$ cat src/rtl/lemonpc_pkg.sv
`default_nettype none
// +----------------------------------------------------------------------+
// | lemonpc_pkg : shared LemonPC core widths, index type and constants   |
// | rev 1.0                                                              |
// +----------------------------------------------------------------------+
package lemonpc_pkg;
   localparam int REG_ADDR_W = 5;
   localparam int XLEN       = 64;

   typedef logic [REG_ADDR_W-1:0] reg_idx_t;

   localparam int REG_ZERO = 0;
endpackage
`default_nettype wire

$ cat src/rtl/regfile_scoreboard_if.sv
`default_nettype none
// +----------------------------------------------------------------------+
// | regfile_scoreboard_if : read, write and issue bundle of the regfile  |
// | rev 1.0                                                              |
// +----------------------------------------------------------------------+
interface regfile_scoreboard_if
   import lemonpc_pkg::*;
#(
   parameter int ADDR_WIDTH = REG_ADDR_W,
   parameter int DATA_WIDTH = XLEN,
   parameter int NUM_READ   = 2,
   parameter int NUM_WRITE  = 1
);
   logic [NUM_READ*ADDR_WIDTH-1:0]  raddr;
   logic [NUM_READ*DATA_WIDTH-1:0]  rdata;
   logic [NUM_READ-1:0]             rbusy;
   logic [NUM_WRITE-1:0]            wen;
   logic [NUM_WRITE*ADDR_WIDTH-1:0] waddr;
   logic [NUM_WRITE*DATA_WIDTH-1:0] wdata;
   logic                            issue_valid;
   logic [ADDR_WIDTH-1:0]           issue_rd;
   logic                            issue_ready;
   logic [ADDR_WIDTH:0]             busy_count;

   modport master (
      output raddr, wen, waddr, wdata, issue_valid, issue_rd,
      input  rdata, rbusy, issue_ready, busy_count
   );

   modport slave (
      input  raddr, wen, waddr, wdata, issue_valid, issue_rd,
      output rdata, rbusy, issue_ready, busy_count
   );
endinterface
`default_nettype wire

$ cat src/rtl/rf_bypass_mux.sv
`default_nettype none
// +----------------------------------------------------------------------+
// | rf_bypass_mux : per read port write-forwarding select and x0 masking |
// | rev 1.0                                                              |
// +----------------------------------------------------------------------+
module rf_bypass_mux
   import lemonpc_pkg::*;
#(
   parameter int ADDR_WIDTH = REG_ADDR_W,
   parameter int DATA_WIDTH = XLEN,
   parameter int NUM_WRITE  = 1,
   parameter int BYPASS     = 1
)(
   input  logic [ADDR_WIDTH-1:0]           i_raddr,
   input  logic [DATA_WIDTH-1:0]           i_stored_data,
   input  logic                            i_stored_busy,
   input  logic [NUM_WRITE-1:0]            i_wen,
   input  logic [NUM_WRITE*ADDR_WIDTH-1:0] i_waddr,
   input  logic [NUM_WRITE*DATA_WIDTH-1:0] i_wdata,
   output logic [DATA_WIDTH-1:0]           o_rdata,
   output logic                            o_rbusy
);
   localparam logic [ADDR_WIDTH-1:0] c_zero = ADDR_WIDTH'(REG_ZERO);

   logic                  w_hit;
   logic [DATA_WIDTH-1:0] w_data;

   generate
      if (BYPASS != 0) begin : g_bypass
         // Later ports overwrite earlier ones, so the highest-numbered writer wins.
         always_comb begin
            w_hit  = 1'b0;
            w_data = i_stored_data;
            for (int j = 0; j < NUM_WRITE; j++) begin
               if (i_wen[j] && (i_waddr[j*ADDR_WIDTH +: ADDR_WIDTH] == i_raddr)) begin
                  w_hit  = 1'b1;
                  w_data = i_wdata[j*DATA_WIDTH +: DATA_WIDTH];
               end
            end
         end
      end else begin : g_no_bypass
         logic w_unused;
         assign w_unused = ^{i_wen, i_waddr, i_wdata};
         assign w_hit    = 1'b0;
         assign w_data   = i_stored_data;
      end
   endgenerate

   always_comb begin
      o_rdata = w_data;
      o_rbusy = i_stored_busy && !w_hit;
      if (i_raddr == c_zero) begin
         o_rdata = '0;
         o_rbusy = 1'b0;
      end
   end
endmodule
`default_nettype wire

$ cat src/rtl/regfile_scoreboard.sv
`default_nettype none
// +----------------------------------------------------------------------+
// | regfile_scoreboard : multi-port integer regfile with busy scoreboard |
// | rev 1.0                                                              |
// +----------------------------------------------------------------------+
module regfile_scoreboard
   import lemonpc_pkg::*;
#(
   parameter int ADDR_WIDTH = REG_ADDR_W,
   parameter int DATA_WIDTH = XLEN,
   parameter int NUM_READ   = 2,
   parameter int NUM_WRITE  = 1,
   parameter int BYPASS     = 1
)(
   input  logic                 clk,
   input  logic                 rst_n,
   regfile_scoreboard_if.slave  bus
);
   localparam int                    c_nregs = 2**ADDR_WIDTH;
   localparam int                    c_cw    = ADDR_WIDTH + 1;
   localparam logic [ADDR_WIDTH-1:0] c_zero  = ADDR_WIDTH'(REG_ZERO);

   logic [DATA_WIDTH-1:0] r_regs [c_nregs];
   logic [c_nregs-1:0]    r_busy;
   logic [c_cw-1:0]       r_count;

   logic [c_nregs-1:0]    w_clr;
   logic [c_nregs-1:0]    w_busy_next;
   logic [c_cw-1:0]       w_count_next;
   logic                  w_set;

   always_ff @(posedge clk or negedge rst_n) begin
      if (!rst_n) begin
         for (int i = 0; i < c_nregs; i++) r_regs[i] <= '0;
      end else begin
         for (int j = 0; j < NUM_WRITE; j++) begin
            if (bus.wen[j] && (bus.waddr[j*ADDR_WIDTH +: ADDR_WIDTH] != c_zero))
               r_regs[bus.waddr[j*ADDR_WIDTH +: ADDR_WIDTH]] <= bus.wdata[j*DATA_WIDTH +: DATA_WIDTH];
         end
      end
   end

   always_comb begin
      w_clr = '0;
      for (int j = 0; j < NUM_WRITE; j++) begin
         if (bus.wen[j]) w_clr[bus.waddr[j*ADDR_WIDTH +: ADDR_WIDTH]] = 1'b1;
      end
   end

   assign bus.issue_ready = (bus.issue_rd == c_zero) || !r_busy[bus.issue_rd] ||
                            ((BYPASS != 0) && w_clr[bus.issue_rd]);
   assign w_set = bus.issue_valid && bus.issue_ready && (bus.issue_rd != c_zero);

   // A set landing on an index being cleared keeps it busy: a new producer is in flight.
   always_comb begin
      w_busy_next = r_busy & ~w_clr;
      if (w_set) w_busy_next[bus.issue_rd] = 1'b1;
      w_busy_next[0] = 1'b0;
      w_count_next = '0;
      for (int i = 0; i < c_nregs; i++) w_count_next = w_count_next + c_cw'(w_busy_next[i]);
   end

   always_ff @(posedge clk or negedge rst_n) begin
      if (!rst_n) begin
         r_busy  <= '0;
         r_count <= '0;
      end else begin
         r_busy  <= w_busy_next;
         r_count <= w_count_next;
      end
   end

   assign bus.busy_count = r_count;

   generate
      for (genvar k = 0; k < NUM_READ; k++) begin : g_rd
         logic [ADDR_WIDTH-1:0] w_raddr;
         assign w_raddr = bus.raddr[k*ADDR_WIDTH +: ADDR_WIDTH];

         rf_bypass_mux #(
            .ADDR_WIDTH (ADDR_WIDTH),
            .DATA_WIDTH (DATA_WIDTH),
            .NUM_WRITE  (NUM_WRITE),
            .BYPASS     (BYPASS)
         ) u_mux (
            .i_raddr       (w_raddr),
            .i_stored_data (r_regs[w_raddr]),
            .i_stored_busy (r_busy[w_raddr]),
            .i_wen         (bus.wen),
            .i_waddr       (bus.waddr),
            .i_wdata       (bus.wdata),
            .o_rdata       (bus.rdata[k*DATA_WIDTH +: DATA_WIDTH]),
            .o_rbusy       (bus.rbusy[k])
         );
      end
   endgenerate
endmodule
`default_nettype wire

$ cat src/flat_wrapper.sv
// flat-port wrapper written by rule: the top's interface ports become plain ports
module regfile_scoreboard_flat import lemonpc_pkg::*;
#(
   parameter int ADDR_WIDTH = REG_ADDR_W,
   parameter int DATA_WIDTH = XLEN,
   parameter int NUM_READ   = 2,
   parameter int NUM_WRITE  = 1,
   parameter int BYPASS     = 1
)
  (clk, rst_n, bus_raddr, bus_wen, bus_waddr, bus_wdata, bus_issue_valid, bus_issue_rd, bus_rdata, bus_rbusy, bus_issue_ready, bus_busy_count);
  regfile_scoreboard_if #(.ADDR_WIDTH(ADDR_WIDTH), .DATA_WIDTH(DATA_WIDTH), .NUM_READ(NUM_READ), .NUM_WRITE(NUM_WRITE)) bus_i ();
  input  logic clk;
  input  logic rst_n;
  input wire logic [$bits(bus_i.raddr)-1:0] bus_raddr;
  input wire logic [$bits(bus_i.wen)-1:0] bus_wen;
  input wire logic [$bits(bus_i.waddr)-1:0] bus_waddr;
  input wire logic [$bits(bus_i.wdata)-1:0] bus_wdata;
  input wire logic [$bits(bus_i.issue_valid)-1:0] bus_issue_valid;
  input wire logic [$bits(bus_i.issue_rd)-1:0] bus_issue_rd;
  output wire logic [$bits(bus_i.rdata)-1:0] bus_rdata;
  output wire logic [$bits(bus_i.rbusy)-1:0] bus_rbusy;
  output wire logic [$bits(bus_i.issue_ready)-1:0] bus_issue_ready;
  output wire logic [$bits(bus_i.busy_count)-1:0] bus_busy_count;
  assign bus_i.raddr = bus_raddr;
  assign bus_i.wen = bus_wen;
  assign bus_i.waddr = bus_waddr;
  assign bus_i.wdata = bus_wdata;
  assign bus_i.issue_valid = bus_issue_valid;
  assign bus_i.issue_rd = bus_issue_rd;
  assign bus_rdata = bus_i.rdata;
  assign bus_rbusy = bus_i.rbusy;
  assign bus_issue_ready = bus_i.issue_ready;
  assign bus_busy_count = bus_i.busy_count;
  regfile_scoreboard #(.ADDR_WIDTH(ADDR_WIDTH), .DATA_WIDTH(DATA_WIDTH), .NUM_READ(NUM_READ), .NUM_WRITE(NUM_WRITE), .BYPASS(BYPASS)) u_core (.clk(clk), .rst_n(rst_n), .bus(bus_i));
endmodule
$ cat config.mk
export PLATFORM = sky130hd
export DESIGN_NAME = regfile_scoreboard_flat
export DESIGN_NICKNAME = d
export VERILOG_FILES = /design/src/rtl/lemonpc_pkg.sv /design/src/rtl/regfile_scoreboard_if.sv /design/src/rtl/rf_bypass_mux.sv /design/src/rtl/regfile_scoreboard.sv /design/src/flat_wrapper.sv
export SDC_FILE = /design/constraint.sdc
export NUM_CORES = 2
export LEC_CHECK = 0
export CAP_MARGIN = 20
export CORE_MARGIN = 3
export CORE_UTILIZATION = 38
export DETAILED_ROUTE_END_ITERATION = 6
export PLACE_DENSITY = 0.61
export SYNTH_ARGS = -nofsm -noshare
export SYNTH_HDL_FRONTEND = slang
export SYNTH_SLANG_ARGS = --single-unit
$ cat constraint.sdc
create_clock -name clk -period 6.3 [get_ports clk]
set_clock_uncertainty 0.2 [all_clocks]
set_input_delay 1.26 -clock clk [delete_from_list [all_inputs] [get_ports clk]]
set_output_delay 1.26 -clock clk [all_outputs]
set_load 0.01 [all_outputs]
# After elaboration in Yosys (flattened, before gate mapping)

Cells that the tools add are included.

Add/subtract/negate cells: 30
Magnitude comparators: 10
Equal/unequal tests: 2
Muxes and demuxes: 31
Bitwise logic cells: 6
Reductions and logical operators: 20

Operators by type and width:

| cell                                                                         | count |
|---|---|
| 2048-bit bitwise mux                                                         | 1 |
| 64-bit binary-select mux with 5-bit select                                   | 2 |
| 64-bit 2-to-1 mux                                                            | 9 |
| 64-bit demux with 5-bit select                                               | 1 |
| 6-bit by 1-bit adder with 6-bit output                                       | 29 |
| 32-bit 2-to-1 mux                                                            | 2 |
| 32-bit bitwise AND                                                           | 1 |
| 32-bit NOT                                                                   | 1 |
| 32-bit OR                                                                    | 1 |
| 5-bit by 6-bit less-than comparator with 1-bit output, second input constant | 4 |
| 1-bit binary-select mux with 5-bit select                                    | 4 |
| 6-bit >= comparator, second input constant                                   | 3 |
| 5-bit NOT with 6-bit output                                                  | 3 |
| 5-bit logical NOT                                                            | 3 |
| 1-bit demux with 5-bit select                                                | 2 |
| 5-bit == test                                                                | 2 |
| 5-bit by 1-bit >= comparator with 1-bit output, second input constant        | 2 |
| 1-bit logical AND                                                            | 10 |
| 1-bit 2-to-1 mux                                                             | 10 |
| 5-bit nonzero test                                                           | 2 |
| 6-bit by 1-bit less-than comparator with 1-bit output, second input constant | 1 |
| 1-bit logical NOT                                                            | 3 |
| 1-bit by 1-bit adder with 2-bit output                                       | 1 |
| 1-bit logical OR                                                             | 2 |

Flip-flop bits (word level): 2085
Output and inout bits: 137
Logic and storage cells: 133

# Depth between registers and ports, before layout

Word-level depth: 41
Depth in mapped cells: 25

# By module

Synthesis repeated with hierarchy kept, for this count alone.

Cell total of the unflattened synthesis: 7707
Area total of the unflattened synthesis: 113488.8 µm²

By module, submodules not included:

| module             | times used | cells each | area an instance (µm²) | seq. area each (µm²) |
|---|---|---|---|---|
| regfile_scoreboard | 1          | 7227       | 110618.6               | 52175.0 |
| rf_bypass_mux      | 2          | 240        | 1435.1                 | 0.0 |

# Worst setup path after synthesis

No wires, ideal clock.

Path kind: input port to flip-flop
From: input port bus_issue_rd[3]
To: register u_core.r_count[4], in the netlist u_core.bus.busy_count[4]
Setup time: 0.123 ns
Arrival time: 6.862 ns
Required time: 5.977 ns
Setup slack: -0.884 ns
Stages on the path: 23
Path buffers: 2
Path through: buf_2 or3b_1 o21ai_0 nor2_1 a31oi_1 clkbuf_1 o21ai_0 ha_1 inv_1 fa_1 fa_1 fa_1 fa_1 fa_1 inv_1 fa_1 ha_1 inv_1 fa_1 inv_1 a21o_1 a21oi_1 xnor2_1

Cells in the longest elaborated chain, start to end: 38
Elaborated cells between the ends (all ways): 48
Those cells by class: add/sub (30); order compare (2); mux (7); bitwise (1); reduce/logical (8)

RTL lines:

| what                                                                                          | RTL line                 | text |
|---|---|---|
| start, declared                                                                               | flat_wrapper.sv:19       | `input wire logic [$bits(bus_i.issue_rd)-1:0] bus_issue_rd;` |
| branches (longest 7 deep; another with 5-bit by 6-bit less-than comparator with 1-bit output) | n/a                      |  |
| 32-bit 2-to-1 mux (*)                                                                         | regfile_scoreboard.sv:57 | `if (w_set) w_busy_next[bus.issue_rd] = 1'b1;` |
| named net u_core.w_busy_next[1]                                                               | regfile_scoreboard.sv:28 | `logic [c_nregs-1:0] w_busy_next;` |
| 1-bit by 1-bit adder with 2-bit output (*)                                                    | regfile_scoreboard.sv:60 | `for (int i = 0; i < c_nregs; i++) w_count_next = w_count_next + c_cw'(w_busy_next[i]);` |
| 6-bit by 1-bit adder with 6-bit output (*) (29 in a row)                                      | regfile_scoreboard.sv:60 |  |
| named net u_core.w_count_next[4]                                                              | regfile_scoreboard.sv:29 | `logic [c_cw-1:0] w_count_next;` |
| end signal, assigned                                                                          | regfile_scoreboard.sv:69 | `r_count <= w_count_next;` |
| end, declared                                                                                 | regfile_scoreboard.sv:25 | `logic [c_cw-1:0] r_count;` |

Mark *: on every way through the listed nets, which the timed path passes. The select of a mux whose other input is x is not followed.
A chain may end at the register's enable or synchronous reset.

# Worst setup path in the final report

From: input port bus_issue_rd[4]
To: register u_core.r_count[4], in the netlist u_core.bus.busy_count[4]

The elaborated chain is that of the path after synthesis.

==> impl_metrics.yaml <==
cells_and_area:
  syn_to_final_growth_pct: 14.9
  num-fill-cells: 26200
  final_area_um2: 129000
  nNetsFinal: 8035
  drive_gt1_share_pct: 47.7
yosys:
  synth_top_cell_area_share_pct: 46.4
  synth_edf_count: 0
  synthesis.nets: 7947
  yosys-top-cells-count: "dfrtp_1 (2085), mux2_2 (1928), mux4_2 (905)"
  synth_top_area_cell: "dfrtp_1"
  synth_area_um2: 112000
  syn_area_per_cell_um2: 14.4
  synth-seq-area-share_pct: 46.4
  synthFlopType: "dfrtp_1"
  synth_cell_types: 77
  synthArstFlopShare_pct: 100
  synth-seq-cells: 2085
  synth.most_common_cell: "dfrtp_1"
  synth_warnings: 0
  synthTopCellsByArea: "dfrtp_1 (46%), mux2_2 (19%), mux4_2 (18%)"
  syn_inst: 7827
sta:
  fmax_mhz: 157
  worst_pin_slew_ns: 1.20
  final.setup.worst_slack_ns: -0.0533
  relSlewSlack_pct: 20.2
  grt_setup_unrepaired: "true"
  setup_viol: 1
  hold_slack_ns: 0.0731
  hold_viol: 0
  final_max_slew_viol_count: 0
  period_minus_slack_ns: 6.35
  finalCritPeriodShare_pct: 101
placed_design:
  place_congestion: 0.877
  port_buffers: 224
  placed_cell_area_um2: 121000
  dp_hpwl_um: 241000
power_and_ir_drop:
  peakVddDrop_mv: 1.01
  p_sw_share_pct: 29.2
  p_int_mw: 30.8
  combPwrFrac_pct: 27.4
  pwr-share-clk_pct: 31.3
  pwr-share-seq_pct: 41.3
  p_per_area_nw_per_um2: 337
  p_sw_mw: 12.7
  p_leak_nw: 55.3
clock_tree:
  clk_latency_ns: 0.90
  h-tree-depth: 4
  cts_sinks: 2085
  clock_tree.root_cell: "clkbuf_16"
  cts-buffers-inserted: 230
  tritoncts: "built"
  clkTransAtPathRegs_ns: 0.06
  cts_buffer_depth: 4
critical_path:
  critPathKind: "input pin to flop"
  cp_slowest_cell: "fa_2"
  start_kind: "input pin"
  arrival_ns: 6.94
  cp_max_fo: 10
  rr_worst_depth: 24
  end_kind: "flop"
  slowest_delay_ns: 0.57
  cp_num_buf_inv: 8
  crit_family: "adder cells"
  required_ns: 6.89
  crit_top_cell: "fa_1"
  cp_num_cells: 25
global_route:
  grt_pass1_vias: 79300
  antenna_found_initial: 29
  grt_max_degree: 192
  busiest_layer: "met2"
  grt_overflow: 0
  grt_first_pass_wirelength_um: 587000
  grtUsageTotal_pct: 26.7
  grtUsageMet2_pct: 41.4
  met3_usage_pct: 5.53
  met1_usage_pct: 36.4
detailed_routing:
  detail-route-antenna-nets: 0
  wl_per_cell_um: 34.1
  totalWireLength_um: 410000
  routed_via_density: 6.40
  via_count: 77000
  drcViolationCount: 10
  dr.first_iter.drc_count: 8460
  drtPass1Iterations: 7
floorplan:
  start_util_pct: 38.2
  io_pins: 225
  fp.coreArea_um2: 294000
  dieArea_um2: 303000
  die_width_um: 550
  die_h_um: 550
  rows: 199
run_status:
  outcome: "complete, but fails checks"
  violations: "DRC, setup timing"
job:
  cap_viol_max_count: 0
worst_hold_path:
  hold_path.class: "input pin to async pin"
-- registers in the layout, summed over array words and instances, names as in the netlist --
signal / count
u_core.bus.busy_count: 6
u_core.r_busy: 31
u_core.r_regs: 2048
-- worst paths after layout --
kind	slack (ns)	to	startpoint
max in group asynchronous	4.06	u_core.r_regs[1504]	rst_n
hold / removal	0.07	u_core.r_regs[968]	rst_n
hold reg to reg	0.19	u_core.r_regs[2019]	u_core.r_regs[2019]
setup / recovery	-0.05	u_core.bus.busy_count[4]	bus_issue_rd[4]
min in group clk	0.19	u_core.r_regs[2019]	u_core.r_regs[2019]
setup reg to reg	0.09	u_core.bus.busy_count[4]	u_core.r_busy[10]
-- kinds of logic (layout without fill, tap and decap cells) --
| logic type | after synthesis | after routing | synth area share (%) |
|---|---|---|---|
| multiplexers | 3220 | 3220 | 41.0 |
| flip-flops | 2085 | 2085 | 46.4 |
| buffers and inverters | 957 | 1210 | 3.90 |
| AO/OA/AOI/OAI | 861 | 861 | 5.48 |
| AND/OR/NAND/NOR | 654 | 654 | 2.61 |
| adder cells (fa/ha/maj) | 32 | 32 | 0.509 |
| XOR/XNOR | 18 | 18 | 0.147 |
| other | 0 | 23 | 0 |
-- final cells by class --
class | count | area, µm² | area share (%)
multi-input cells | 4785 | 56500 | 43.7
clock buffers | 339 | 6810 | 5.27
clock inverters | 58 | 679 | 0.526
inverters | 51 | 200 | 0.155
well taps | 3919 | 4900 | 3.79
repair buffers | 762 | 7950 | 6.15
diodes | 23 | 57.6 | 0.0445
flip-flops and latches | 2085 | 52200 | 40.4
-- what timing repair did --
| action | CTS | global route |
|---|---|---|
| pin swaps | 22 | 22 |
| gates cloned | 2 | 1 |
| resized for setup | 54 | 25 |
| hold buffers | 0 | 0 |
| setup buffers | 5 | 7 |
| endpoints found under the setup margin | 5 | 5 |
-- routing by layer --
| metal | wire length (µm) | vias up | part of all wire [%] |
|---|---|---|---|
| li1 | - | 30300 | - |
| met1 | 168000 | 42000 | 41 |
| met2 | 188000 | 3775 | 46 |
| met3 | 34800 | 908 | 8.5 |
| met4 | 19000 | 6 | 4.6 |
| met5 | 49 | - | 0.012 |
-- through the flow --
step	setup TNS, ns	std cells	util [%]	setup WS [ns]	total power, mW
floorplan	-2.06	7827	-	-0.535	25.5
global placement	-7.66	11600	41.2	-1.47	29.5
detailed placement	-7.18	11600	41.2	-1.39	29.8
CTS	-0.0445	12000	43.8	-0.0445	43.5
global route	-0.448	12000	43.9	-0.208	45.6
finish	-0.0533	12000	43.9	-0.0533	43.5
-- placed cells by master, fill, tap and decap left out, drive strengths merged, types with 155 or more instances in the layout --
cell / instances
dfrtp: 2085
mux2: 2017
mux4: 905
buf: 549
clkbuf: 347
mux2i: 298
nand2: 267
a22oi: 256
clkdlybuf4s50: 202
nand3: 155
-- power by group through the flow --
stage	Clock (mW)	Sequential, mW	Combinational [mW]
global route	14.4	18.3	13.0
CTS	13.8	17.9	11.8
finish	13.6	18.0	11.9
floorplan	0	17.4	8.09
global placement	0	17.8	11.6
detailed placement	0	18.1	11.7
No activity file was read; power rests on OpenSTA's default activity.
